`src/rtl/pixel_cfg_pkg.sv`:
```
// Shared configuration for the pixel-chip frame capture path.
//   K28_5         : default frame header byte (K28.5 comma, 0xBC)
//   cap_state_t   : capture FSM state encoding
//   word_bytes()  : bytes packed into one FIFO word
package pixel_cfg_pkg;

  localparam logic [7:0] K28_5 = 8'hBC;

  typedef enum logic [1:0] {
    ST_IDLE    = 2'd0,
    ST_ARMED   = 2'd1,
    ST_CAPTURE = 2'd2,
    ST_FINISH  = 2'd3
  } cap_state_t;

  function automatic int word_bytes(input int fifo_w, input int byte_w);
    return fifo_w / byte_w;
  endfunction

endpackage

```
`src/rtl/frame_aligner.sv`:
```
// Frame aligner: tracks the byte position inside a frame and locks onto the
// periodic header byte.
//   clk, rst_n   : clock, synchronous active-low reset
//   din          : incoming parallel byte
//   locked       : registered, alignment held
//   frame_start  : header byte sampled at position 0 while locked
//   frame_end    : last byte of a frame sampled while locked
//   sync_err     : non-header byte at position 0 while locked (lock drops
//                  on the following cycle)
module frame_aligner
  import pixel_cfg_pkg::*;
#(
  parameter int                BYTE_W      = 8,
  parameter int                FRAME_BYTES = 48,
  parameter int                SYNC_FRAMES = 2,
  parameter logic [BYTE_W-1:0] HEADER      = BYTE_W'(K28_5)
) (
  input  logic              clk,
  input  logic              rst_n,
  input  logic [BYTE_W-1:0] din,
  output logic              locked,
  output logic              frame_start,
  output logic              frame_end,
  output logic              sync_err
);

  localparam int POS_W = (FRAME_BYTES > 1) ? $clog2(FRAME_BYTES) : 1;
  localparam int CNT_W = $clog2(SYNC_FRAMES + 1);
  localparam logic [POS_W-1:0] LAST_POS      = POS_W'(FRAME_BYTES - 1);
  localparam logic [POS_W-1:0] POS_AFTER_HDR = (FRAME_BYTES > 1) ? POS_W'(1) : '0;
  localparam logic [CNT_W-1:0] SYNC_N        = CNT_W'(SYNC_FRAMES);

  logic [POS_W-1:0] pos;
  logic [POS_W-1:0] pos_next;
  logic [CNT_W-1:0] hdr_ok;
  logic [CNT_W-1:0] hdr_inc;
  logic             is_hdr;
  logic             at_zero;

  assign is_hdr   = (din == HEADER);
  assign at_zero  = (pos == '0);
  assign pos_next = (pos == LAST_POS) ? '0 : pos + POS_W'(1);
  assign hdr_inc  = hdr_ok + CNT_W'(1);

  assign frame_start = locked & at_zero & is_hdr;
  assign frame_end   = locked & (pos == LAST_POS);
  assign sync_err    = locked & at_zero & ~is_hdr;

  always_ff @(posedge clk) begin
    if (!rst_n) begin
      pos    <= '0;
      hdr_ok <= '0;
      locked <= 1'b0;
    end else if (locked) begin
      // Headers away from position 0 are payload; only position 0 matters.
      pos <= pos_next;
      if (sync_err) begin
        locked <= 1'b0;
        hdr_ok <= '0;
      end
    end else if (hdr_ok == '0) begin
      // Not tracking yet: any header byte defines the frame phase.
      pos <= pos_next;
      if (is_hdr) begin
        pos    <= POS_AFTER_HDR;
        hdr_ok <= CNT_W'(1);
        if (SYNC_N == CNT_W'(1)) locked <= 1'b1;
      end
    end else begin
      pos <= pos_next;
      if (at_zero) begin
        if (is_hdr) begin
          hdr_ok <= hdr_inc;
          if (hdr_inc == SYNC_N) locked <= 1'b1;
        end else begin
          hdr_ok <= '0;
        end
      end
    end
  end

endmodule

```
`src/rtl/frame_capture_pkt.sv`:
```
// Pixel-chip frame capture: aligns to the frame header and packs a counted
// number of frames (or a continuous stream) into FIFO words, first byte in
// the most significant position.
//   clk, rst_n   : clock, synchronous active-low reset
//   din          : parallel pixel data, din[BYTE_W-1] is fd0
//   start/stop   : single-cycle capture request / continuous-mode stop
//   mode         : 0 counted (n_frames, 0 means 1), 1 continuous
//   fifo_full    : readout FIFO full flag
//   fifo_wr_en   : one-cycle write strobe with fifo_din
//   locked, busy, done, lock_lost, overflow, frames_done : status
module frame_capture_pkt
  import pixel_cfg_pkg::*;
#(
  parameter int                BYTE_W      = 8,
  parameter int                FIFO_WIDTH  = 32,
  parameter int                FRAME_BYTES = 48,
  parameter int                NFRAME_W    = 16,
  parameter int                SYNC_FRAMES = 2,
  parameter logic [BYTE_W-1:0] HEADER      = BYTE_W'(K28_5)
) (
  input  logic                  clk,
  input  logic                  rst_n,
  input  logic [BYTE_W-1:0]     din,
  input  logic                  start,
  input  logic                  stop,
  input  logic                  mode,
  input  logic [NFRAME_W-1:0]   n_frames,
  input  logic                  fifo_full,
  output logic                  fifo_wr_en,
  output logic [FIFO_WIDTH-1:0] fifo_din,
  output logic                  locked,
  output logic                  busy,
  output logic                  done,
  output logic                  lock_lost,
  output logic                  overflow,
  output logic [NFRAME_W-1:0]   frames_done
);

  localparam int WB   = word_bytes(FIFO_WIDTH, BYTE_W);
  localparam int WC_W = (WB > 1) ? $clog2(WB) : 1;
  localparam logic [WC_W-1:0] WC_LAST = WC_W'(WB - 1);

  if ((FIFO_WIDTH % BYTE_W) != 0) begin : g_chk_fifo_width
    $error("FIFO_WIDTH must be a multiple of BYTE_W");
  end
  if ((FRAME_BYTES % WB) != 0) begin : g_chk_frame_bytes
    $error("FRAME_BYTES must be a multiple of FIFO_WIDTH/BYTE_W");
  end
  if (SYNC_FRAMES < 1) begin : g_chk_sync
    $error("SYNC_FRAMES must be at least 1");
  end

  logic frame_start;
  logic frame_end;
  logic sync_err;

  frame_aligner #(
    .BYTE_W      (BYTE_W),
    .FRAME_BYTES (FRAME_BYTES),
    .SYNC_FRAMES (SYNC_FRAMES),
    .HEADER      (HEADER)
  ) u_aligner (
    .clk         (clk),
    .rst_n       (rst_n),
    .din         (din),
    .locked      (locked),
    .frame_start (frame_start),
    .frame_end   (frame_end),
    .sync_err    (sync_err)
  );

  cap_state_t            state;
  logic                  mode_lat;
  logic [NFRAME_W-1:0]   n_lat;
  logic                  stop_seen;
  logic [WC_W-1:0]       wcnt;
  logic [FIFO_WIDTH-1:0] sreg;
  logic [FIFO_WIDTH-1:0] word_next;
  logic [NFRAME_W-1:0]   frames_inc;
  logic                  take;
  logic                  word_done;
  logic                  frame_done_now;
  logic                  last_frame;

  // Byte accepted into the packer: the aligned header that opens a capture,
  // then every byte until the capture ends. A byte that breaks sync is never
  // packed, so the word it would have started is discarded.
  assign take = ((state == ST_ARMED)   & frame_start) |
                ((state == ST_CAPTURE) & ~sync_err);

  assign word_next      = (sreg << BYTE_W) | FIFO_WIDTH'(din);
  assign word_done      = take & (wcnt == WC_LAST);
  assign frame_done_now = take & frame_end;
  assign frames_inc     = (frames_done == '1) ? frames_done
                                              : frames_done + NFRAME_W'(1);
  assign last_frame     = frame_done_now &
                          (mode_lat ? (stop_seen | stop) : (frames_inc == n_lat));

  // Packing shift register: data only, always fully overwritten per word.
  always_ff @(posedge clk) begin
    if (take) sreg <= word_next;
  end

  always_ff @(posedge clk) begin
    if (!rst_n) begin
      state       <= ST_IDLE;
      mode_lat    <= 1'b0;
      n_lat       <= '0;
      stop_seen   <= 1'b0;
      wcnt        <= '0;
      busy        <= 1'b0;
      done        <= 1'b0;
      lock_lost   <= 1'b0;
      overflow    <= 1'b0;
      frames_done <= '0;
      fifo_wr_en  <= 1'b0;
      fifo_din    <= '0;
    end else begin
      fifo_wr_en <= 1'b0;
      done       <= 1'b0;

      case (state)
        ST_IDLE: begin
          // stop arriving with start is deliberately not latched.
          if (start) begin
            mode_lat    <= mode;
            n_lat       <= (n_frames == '0) ? NFRAME_W'(1) : n_frames;
            stop_seen   <= 1'b0;
            lock_lost   <= 1'b0;
            overflow    <= 1'b0;
            frames_done <= '0;
            wcnt        <= '0;
            busy        <= 1'b1;
            state       <= ST_ARMED;
          end
        end
        ST_ARMED: begin
          if (mode_lat && stop) stop_seen <= 1'b1;
          if (sync_err) begin
            lock_lost <= 1'b1;
            state     <= ST_FINISH;
          end else if (last_frame) begin
            state <= ST_FINISH;
          end else if (frame_start) begin
            state <= ST_CAPTURE;
          end
        end
        ST_CAPTURE: begin
          if (mode_lat && stop) stop_seen <= 1'b1;
          if (sync_err) begin
            lock_lost <= 1'b1;
            wcnt      <= '0;
            state     <= ST_FINISH;
          end else if (last_frame) begin
            state <= ST_FINISH;
          end
        end
        ST_FINISH: begin
          done  <= 1'b1;
          busy  <= 1'b0;
          state <= ST_IDLE;
        end
        default: state <= ST_IDLE;
      endcase

      // Word completion and frame accounting for accepted bytes.
      if (take) begin
        wcnt <= word_done ? '0 : wcnt + WC_W'(1);
        if (word_done) begin
          if (fifo_full) begin
            overflow <= 1'b1;
          end else begin
            fifo_wr_en <= 1'b1;
            fifo_din   <= word_next;
          end
        end
        if (frame_done_now) frames_done <= frames_inc;
      end
    end
  end

endmodule

```
`config.mk`:
```
export PLATFORM = sky130hd
export DESIGN_NAME = frame_capture_pkt
export DESIGN_NICKNAME = d
export VERILOG_FILES = /design/src/rtl/pixel_cfg_pkg.sv /design/src/rtl/frame_aligner.sv /design/src/rtl/frame_capture_pkt.sv
export SDC_FILE = /design/constraint.sdc
export NUM_CORES = 1
export LEC_CHECK = 0
export ABC_AREA = 0
export BUFFER_PORTS_ARGS = -buffer_cell sky130_fd_sc_hd__buf_2
export CORE_MARGIN = 2
export CORE_UTILIZATION = 58
export CTS_BUF_LIST = sky130_fd_sc_hd__clkbuf_8
export DETAILED_ROUTE_END_ITERATION = 8
export PLACE_DENSITY = 0.82
export SYNTH_ARGS = -nofsm -noshare
export SYNTH_HDL_FRONTEND = slang
export SYNTH_SLANG_ARGS = --single-unit
export TNS_END_PERCENT = 100
```
`constraint.sdc`:
```
create_clock -name clk -period 5.3 [get_ports clk]
set_input_delay 0.795 -clock clk [delete_from_list [all_inputs] [get_ports clk]]
set_output_delay 0.795 -clock clk [all_outputs]
set_load 0.05 [all_outputs]
```
==> key figures, run 1 <==
Clock tree
  – Clk_lat worst skew: 0.38 ns
  – TritonCTS buffer count: 9
  – Maximum buffer depth of the clock tree: 2
  – Htree depth: 3
  – # resized after CTS: 0
  – Setup Fix Bufs, Post-CTS: 0
  – Clock-pin slew on the worst setup and hold paths: 0.12 ns
  – CTS Root Cell: clkbuf_8
  – Clk sinks: about 110
  – CTS Hold Bufs: 0
  – CTS tree: built

Die
  – Core Region: 0.00830 mm^2
  – Die extent in y: 97.1 um
  – Die footprint: ~0.0094 mm^2
  – # rows: 33
  – Initial core utilization: 0.606
  – Die Width: 97.1 um
  – IO Count: 84

Global routing
  – Vias in the first global route: approximately 4200
  – Grt ovf: 0
  – First-pass GRT wire length: 20300 um
  – Initial antenna violation count: 0
  – Largest net degree at the start of global routing: 70
  – All-Layer GR Usage: 0.263

Cells and area
  – Final Net Count: between 600 and 700
  – Layout cells sized above 1: 0.183
  – N_diodes: 0
  – Area delta synth->final: 13.0%
  – Reg area: ~0.0024 mm^2
  – Core Util, Final: 0.685
  – FILL cells: 679
  – Multi-input logic area: approximately 0.0024 mm^2
  – Finished Layout Cells: about 770

Yosys
  – Sequential cell area fraction in the yosys report: 0.477
  – Post-synth EDFFs: 24
  – Synth Instances: between 500 and 600
  – Synth area leader: dfxtp_1
  – Netlist cell types: 62
  – Yosys Warn Count: 0
  – Mapped cell area: between 0.005 and 0.006 mm^2
  – Average size of a mapped cell: 8.48 um^2
  – Synthesized Nets: 633
  – Ranking of synthesized cells by area: dfxtp_1 33%, edfxtp_1 14%, nand2_1 10%, a21oi_1 7.8%, nor2_1 2.6%
  – Asr flop ratio synth: 0
  – FF+latch count, synth: 108
  – Count leader, synth: nand2_1
  – Post-synth top area share: 0.334
  – Commonest cells in the netlist: 134 x nand2_1, 84 x dfxtp_1, 78 x a21oi_1
  – Most used DFF post-synth: dfxtp_1

Worst setup path
  – Critical path data required time: 5.60 ns
  – Register-to-Register Path Depth: 9
  – Endpoint of the worst-slack reg-to-reg timing path: state[0]$_SDFFE_PN0P_
  – CP Capture Type: flip-flop
  – CP arrival: between 3 and 4 ns
  – Crit start category: flip-flop
  – Worst path max stage delay: roughly 0.56 ns
  – CP max stage cell: dfxtp_1
  – Worst path bufs/invs: 0
  – Critical path depth: 9
  – Worst r2r src: frames_done[0]$_SDFF_PN0_
  – Top delay family on crit path: simple AND/OR/NAND/NOR gates
  – Crit path kind: reg2reg
  – R2R setup slack: around 1.7 ns
  – CP dominant cell by count: or3_1
  – Worst path cell trace: ha_1 > nand4_2 > or3_1 > xnor2_1 > a2111oi_2 > nand4b_1 > or3_1 > a221o_1 > a211oi_2
  – Crit-path max FO: 10

STA
  – Hold WS: 0.458 ns
  – Worst slew margin: 0.193
  – Skew final: 0.0166 ns
  – Worst-Margin Slew: 1.21 ns
  – Max frequency: 0.278 GHz
  – Final setup vio count: 0
  – Setup_tns: 0 ns
  – Fin crit share: 0.679
  – RSZ-0062 raised after global routing: no
  – Final Max Tran Viols: 0
  – Fin. Hold Viols: 0
  – Min cycle time layout: 3.60 ns

Placed design
  – Placed Cells: 750
  – Gp weighted congestion: between 0.9 and 1
  – Hpwl dp: just under 9000 um
  – Buffers on Ports: 83

Worst hold path
  – Hold Crit Class: reg2reg
  – Hold path endpoint: sreg[16]$_DFFE_PN_
  – Launch point of the worst hold path: sreg[8]$_DFFE_PN_
  – Hold-critical path depth: 0

Power
  – Peak supply drop: between 0.2 and 0.25 mV
  – PnR Total Power: 1.86 mW
  – Leakage: 2.17 nW
  – Power Dens Cells: 327 mW/mm^2

Routing
  – Final ANT Viol Nets: 0
  – Vias after detailed routing: 4572
  – Vias per Instance: roughly 6
  – DRC viols: 0
  – DR WL/cell: 16.4 um
  – DRT Pass-1 Iters: 4
  – Initial DRC count: 324
  – Aggregate routed wire length: 12600 um

Run
  – Max Cap Violations: 0

Outcome
  – Outcome: finished, final reports clean
## state kept, by name (all words and copies together) (netlist names), 2 cells and up
signal	flops
fifo_din	32
sreg	24
frames_done	16
n_lat	16
u_aligner.pos	6
state	2
u_aligner.hdr_ok	2
wcnt	2
## power by group
group | switching [mW] | internal (mW) | total (mW)
clock | 0.317 | 0.236 | 0.553
sequential | 0.0480 | 0.921 | 0.969
combinational | 0.216 | 0.120 | 0.336
total | 0.581 | 1.28 | 1.86
## per-layer routing
layer	vias up	part of all wire	GRT usage
met2	184	0.48	0.428
li1	2200	-	-
met5	-	0	0
met3	28	0.071	0.0338
met4	0	0.029	0.116
met1	2160	0.42	0.352
## cell families after synthesis
logic type / after synthesis / share of synthesized area
muxes: 6 / 0.0122
xor gates and xnor gates: 21 / 0.0366
and+or+nand+nor: 265 / 0.252
AOI/OAI and AO/OA: 136 / 0.159
buffers and inverters: 47 / 0.0385
adders and majority gates: 10 / 0.0249
DFF: 108 / 0.477
## worst max-delay path by stage
| stage | to | from |
|---|---|---|
| finish | state[0]$_SDFFE_PN0P_ | frames_done[0]$_SDFF_PN0_ |
| global route | state[0]$_SDFFE_PN0P_ | frames_done[0]$_SDFF_PN0_ |
| CTS | state[0]$_SDFFE_PN0P_ | frames_done[0]$_SDFF_PN0_ |
| detailed placement | fifo_din[14]$_SDFFE_PN0P_ | din[6] |
| global placement | fifo_din[14]$_SDFFE_PN0P_ | din[6] |
| floorplan | fifo_din[3]$_SDFFE_PN0P_ | din[6] |
## cell usage in the layout (no fill, tap or decap), types with 3 or more instances in the layout
cell      count
a31oi_1       5
xor2_1        7
clkbuf_8      9
a22oi_1       4
nand3_1      15
nor4_1       11
or4_1         5
nand2b_1      9
nor2_1       34
mux2i_1       5
nand2_1     134
inv_1        13
o31ai_1       3
dfxtp_1      84
or3_1         4
a211oi_1      3
xnor2_1      14
or2_2         6
ha_1         10
edfxtp_1     24
buf_2        83
and2_1        5
o21ai_0      20
nand4_1       6
a21oi_1      78
nor3b_1       4
nor3_1       12
and3_1        6
## per-stage QoR
step / setup slack (ns) / area, um^2
finish: 1.70 / 5680
global route: 1.55 / 5680
CTS: 1.77 / 5680
detailed placement: 1.64 / 5460
global placement: 1.74 / 5460
floorplan: 1.41 / 5030
## area by class of cell
cell class	instances	area share
Multi-Input combinational cell	438	0.429
Sequential cell	108	0.423
Timing Repair Buffer	85	0.0757
Tap cell	105	0.0231
Clock buffer	9	0.0218
Clock inverter	7	0.0180
Inverter	14	0.00924
(Power assumes the default switching activity.)
==> inputs of run 2 (changes only) <==
Settings changed: ABC_AREA 0 to 1, CORE_UTILIZATION 58 to 52, PLACE_DENSITY 0.82 to 0.78.
Clock period 5.3 ns to 3 ns, I/O delays scaled along.
==> key figures, run 2 <==
Cells and area
  – Most common cell after layout, fill and taps aside: nand2_1
  – Most frequent cells in the layout: 153 x nand2_1, 84 x dfxtp_1, 83 x buf_2
  – Final Net Count: between 700 and 800
  – Top Registers: fifo_din (32), sreg (24)
  – Largest register FFs: 32
  – Multi-input logic area: 0.00219 mm^2
  – FILL cells: 834
  – Register with the most flip-flops: fifo_din
  – Area delta synth->final: 15.5%
  – N_diodes: 0
  – Reg area: around 0.0024 mm^2
  – Core Util, Final: 0.617
  – Layout cells sized above 1: 0.168

Power
  – Switch Pwr: ~1.1 mW
  – Peak supply drop: 0.338 mV
  – Power Dens Cells: 588 mW/mm^2
  – Internal power: 2.26 mW
  – Leakage: 2.42 nW
  – Clk pwr share: 0.272
  – Seq pwr share: 0.534
  – Switching Share: 0.327
  – Comb power frac: 0.193

Yosys
  – Asr flop ratio synth: 0
  – Ranking of synthesized cells by area: dfxtp_1 34%, edfxtp_1 15%, nand2_1 12%, a21oi_1 6.2%, nand3_1 6.2%
  – Mapped cell area: 0.00493 mm^2
  – Post-synth EDFFs: 24
  – Synth area leader: dfxtp_1
  – Synthesized Nets: 684
  – Count leader, synth: nand2_1
  – Yosys Warn Count: 0
  – Post-synth top area share: 0.341
  – Average size of a mapped cell: 7.66 um^2
  – Netlist cell types: 35
  – Most used DFF post-synth: dfxtp_1
  – Sequential cell area fraction in the yosys report: 0.487
  – FF+latch count, synth: 108
  – Commonest cells in the netlist: 153 x nand2_1, 84 x dfxtp_1, 73 x nor2_1
  – Synth Instances: 644

Placed design
  – Gp weighted congestion: 0.886
  – Hpwl dp: 8760 um
  – Buffers on Ports: 83

STA
  – Worst slew margin: 0.600
  – Setup_tns: 0 ns
  – Fin crit share: 0.898
  – Fin. Hold Viols: 0
  – Final setup vio count: 0
  – Min cycle time layout: 2.69 ns
  – Max frequency: 0.371 GHz
  – Skew final: 0.0109 ns
  – Final Max Tran Viols: 0
  – Worst-Margin Slew: 0.599 ns
  – RSZ-0062 raised after global routing: no

Clock tree
  – Clock-pin slew on the worst setup and hold paths: 0.12 ns
  – TritonCTS buffer count: 9
  – # resized after CTS: 0
  – CTS tree: built
  – CTS Root Cell: clkbuf_8
  – Htree depth: 3
  – Clk_lat worst skew: 0.38 ns
  – Clk sinks: 108
  – Setup Fix Bufs, Post-CTS: 0
  – Maximum buffer depth of the clock tree: 2
  – CTS Hold Bufs: 0

Worst setup path
  – Crit-path max FO: 26
  – Critical path data required time: 3.29 ns
  – Crit path kind: reg2reg
  – CP arrival: 2.98 ns
  – CP Capture Type: flip-flop
  – Crit start category: flip-flop

Routing
  – Final ANT Viol Nets: 0
  – DRT Pass-1 Iters: 6
  – Vias per Instance: about 5.3
  – Vias after detailed routing: between 4000 and 5000
  – DR WL/cell: about 14 um
  – Initial DRC count: between 300 and 400
  – DRC viols: 0
  – Aggregate routed wire length: 11900 um

Global routing
  – Largest net degree at the start of global routing: 37
  – First-pass GRT wire length: 19600 um
  – All-Layer GR Usage: 0.239
  – Vias in the first global route: 4273
  – Grt ovf: 0
  – Initial antenna violation count: 0

Outcome
  – Outcome: finished, final reports clean

Worst hold path
  – Hold Crit Class: in2reg

Die
  – Die footprint: 0.0103 mm^2
  – Initial core utilization: 0.534
  – Core Region: 0.00924 mm^2
  – Die Width: 101 um
  – Die extent in y: 101 um
  – # rows: 35
  – IO Count: 84

Run
  – Max Cap Violations: 0
run 2: area by class of cell:
type	instances	area share
multi-input cells	446	0.385
clock inverters	7	0.0152
flip-flops and latches	108	0.422
well taps	129	0.0283
inverters	64	0.0422
clock buffers	9	0.0217
repair buffers	93	0.0861
run 2: worst max-delay path, cell delays in order (launching register included):
cell	delay (ns)
dfxtp_1	0.50
ha_1	0.30
inv_1	0.11
nor2_4	0.15
nand2_2	0.09
inv_2	0.07
nand2_4	0.15
nand2_1	0.13
nand2_1	0.08
nand2_1	0.08
nand3_1	0.07
nor2_1	0.11
nand3_1	0.10
nand2_1	0.08
nand2_2	0.08
a21oi_4	0.15
and2_1	0.16
nand2_1	0.05
nand2_1	0.05
nor2_1	0.04
run 2: path summary, 6_finish.rpt:
check / from / endpoint / slack, ns / depth (start not counted)
worst max-delay path: frames_done[0]$_SDFF_PN0_ / state[1]$_SDFFE_PN0P_ / 0.31 / 19
worst min-delay path: din[1] / sreg[1]$_DFFE_PN_ / 0.26 / 1
worst max register to register: frames_done[0]$_SDFF_PN0_ / state[1]$_SDFFE_PN0P_ / 0.31 / 19
worst min register to register: sreg[8]$_DFFE_PN_ / sreg[16]$_DFFE_PN_ / 0.46 / 0
run 2: logic make-up (layout without fill, tap and decap cells):
family	after synthesis	after routing	share of synthesized area
AO/OA/AOI/OAI	113	113	0.131
AND/OR/NAND/NOR	318	318	0.277
XOR/XNOR	5	5	0.00888
adder cells (fa/ha/maj)	10	10	0.0254
flip-flops	108	108	0.487
buffers and inverters	90	173	0.0703
run 2: layer usage:
metal	vias up	part of all wire	track usage
met1	2116	0.43	0.310
met5	-	0	0
met3	13	0.061	0.0511
met2	133	0.50	0.404
met4	0	0.013	0.0707
li1	2294	-	-
run 2: per-stage QoR:
stage	hold slack (ns)	worst slack [ns]	total power, mW	instance area, um^2	std cells
finish	0.257	0.305	3.35	5700	856
global route	0.253	0.0173	3.52	5700	856
CTS	0.251	0.310	3.36	5700	856
detailed placement	0.435	0.335	2.47	5490	840
global placement	0.431	0.427	2.44	5490	840
floorplan	0.427	0.284	2.28	4940	644
run 2: power by group through the flow:
| stage | logic (mW) | registers, mW | clock network [mW] |
|---|---|---|---|
| after global placement | 0.628 | 1.81 | 0 |
| after global routing | 0.733 | 1.81 | 0.971 |
| after floorplan | 0.440 | 1.84 | 0 |
| final | 0.648 | 1.79 | 0.913 |
| after detailed placement | 0.643 | 1.82 | 0 |
| after CTS | 0.649 | 1.79 | 0.922 |
==> inputs of run 3 (changes only) <==
Settings changed: CORE_UTILIZATION 52 to 58, PLACE_DENSITY 0.78 to 0.82.
Clock period 3 ns to 3.09 ns, I/O delays scaled along.
==> key figures, run 3 (same netlist as run 2, synthesis figures left out) <==
Outcome
  – Outcome: finished, final reports clean

Clock tree
  – TritonCTS buffer count: 9
  – Maximum buffer depth of the clock tree: 2
  – Setup Fix Bufs, Post-CTS: 0
  – CTS Root Cell: clkbuf_8
  – Clock-pin slew on the worst setup and hold paths: 0.11 ns
  – CTS tree: built
  – # resized after CTS: 0
  – CTS Hold Bufs: 0
  – Clk_lat worst skew: 0.39 ns
  – Clk sinks: around 110
  – Htree depth: 3

Worst hold path
  – Hold Crit Class: in2reg
  – Launch point of the worst hold path: din[6]

Power
  – Leakage: 2.41 nW
  – Peak supply drop: 0.384 mV
  – PnR Total Power: approximately 3.2 mW
  – Power Dens Cells: 573 mW/mm^2

Die
  – Core Region: 0.00822 mm^2
  – Die footprint: 0.00926 mm^2
  – # rows: 33
  – IO Count: 84
  – Initial core utilization: 0.600
  – Die extent in y: 96.2 um
  – Die Width: 96.2 um

Worst setup path
  – Worst path max stage delay: 0.50 ns
  – Crit start category: flip-flop
  – CP dominant cell by count: nand2_1
  – CP max stage cell: dfxtp_1
  – CP Capture Type: flip-flop
  – Crit-path max FO: 26
  – CP arrival: 3.05 ns
  – R2R setup slack: 0.32 ns
  – Worst path cell trace: ha_1 > inv_1 > nor2_4 > nand2_2 > inv_2 > nand2_4 > nand2_1 > nand3_1 > nand2_1 > nand3_1 > nor2_1 > nand3_1 > nand2_1 > nand2_2 > a21oi_4 > and2_1 > nand2_1 > nand2_1 > nor2_1
  – Critical path data required time: 3.37 ns
  – Crit path kind: reg2reg
  – Worst r2r src: frames_done[0]$_SDFF_PN0_
  – Crit path from: frames_done[0]$_SDFF_PN0_

Cells and area
  – Final Net Count: 761
  – Register with the most flip-flops: fifo_din
  – Design area: 0.00564 mm^2
  – Layout cells sized above 1: 0.165
  – Top Registers: fifo_din (32), sreg (24)
  – Most frequent cells in the layout: 153 x nand2_1, 84 x dfxtp_1, 83 x buf_2
  – Area delta synth->final: 14.4%
  – N_diodes: 0
  – Largest register FFs: 32
  – Most common cell after layout, fill and taps aside: nand2_1

Global routing
  – All-Layer GR Usage: 0.258
  – Grt ovf: 0
  – Largest net degree at the start of global routing: 35
  – Vias in the first global route: 4027
  – Initial antenna violation count: 0
  – First-pass GRT wire length: 18500 um

Placed design
  – Hpwl dp: 8520 um
  – Post-DP Area: 0.00544 mm^2
  – Buffers on Ports: 83
  – Gp weighted congestion: 0.893

Routing
  – Final ANT Viol Nets: 0
  – Aggregate routed wire length: 11600 um
  – Vias after detailed routing: 4575
  – DR WL/cell: ~14 um
  – DRC viols: 0
  – Initial DRC count: 281
  – DRT Pass-1 Iters: 5
  – Vias per Instance: 5.51

STA
  – Fin. Hold Viols: 0
  – Hold WS: 0.275 ns
  – Setup_tns: 0 ns
  – Min cycle time layout: 2.77 ns
  – Skew final: 0.0249 ns
  – Max frequency: 0.361 GHz
  – Worst slew margin: 0.652
  – RSZ-0062 raised after global routing: no
  – Final setup vio count: 0
  – Fin crit share: 0.896
  – Worst-Margin Slew: 0.519 ns
  – Final Max Tran Viols: 0

Run
  – Max Cap Violations: 0
-- run 3: routing by layer --
metal	GRT usage	up-vias	share of wire
met5	0	-	0
met4	0.0786	0	0.018
met3	0.0611	17	0.072
met2	0.425	171	0.49
met1	0.335	2095	0.42
li1	-	2292	-
-- run 3: path summary, 6_finish.rpt --
path                                                to  cells after the start
worst max-delay path             state[1]$_SDFFE_PN0P_                     19
worst min-delay path                 sreg[6]$_DFFE_PN_                      1
worst max register to register   state[1]$_SDFFE_PN0P_                     19
worst min register to register  lock_lost$_SDFFE_PN0P_                      2
-- run 3: critical path, delay by kind of cell, from the launching register on --
| family | cells | cell delay, ns |
|---|---|---|
| simple gates | 15 | 1.53 |
| flops | 1 | 0.50 |
| fa+ha+maj | 1 | 0.30 |
| buf+inv | 2 | 0.19 |
| compound gates | 1 | 0.14 |
-- run 3: cell type report --
class / instances / area, um^2
Timing Repair Buffer: 92 / 483
Fill cell: 674 / 2570
Tap cell: 105 / 131
Sequential cell: 108 / 2400
Clock buffer: 9 / 124
Inverter: 64 / 240
Clock inverter: 7 / 80.1
Multi-Input combinational cell: 446 / 2180
-- run 3: report_power, final --
part | internal [mW] | leakage, nW | switching (mW) | total (mW)
combinational | 0.208 | 1.41 | 0.417 | 0.624
clock | 0.322 | 0.0994 | 0.546 | 0.868
sequential | 1.65 | 0.903 | 0.0916 | 1.74
-- run 3: stage by stage --
stage | setup WS [ns] | util | cells
6_report | 0.320 | 0.687 | 831
5_1_grt | 0.0865 | 0.687 | 831
4_1_cts | 0.393 | 0.687 | 831
3_5_place_dp | 0.436 | 0.662 | 815
3_3_place_gp | 0.529 | 0.662 | 815
2_1_floorplan | 0.0761 | - | 644
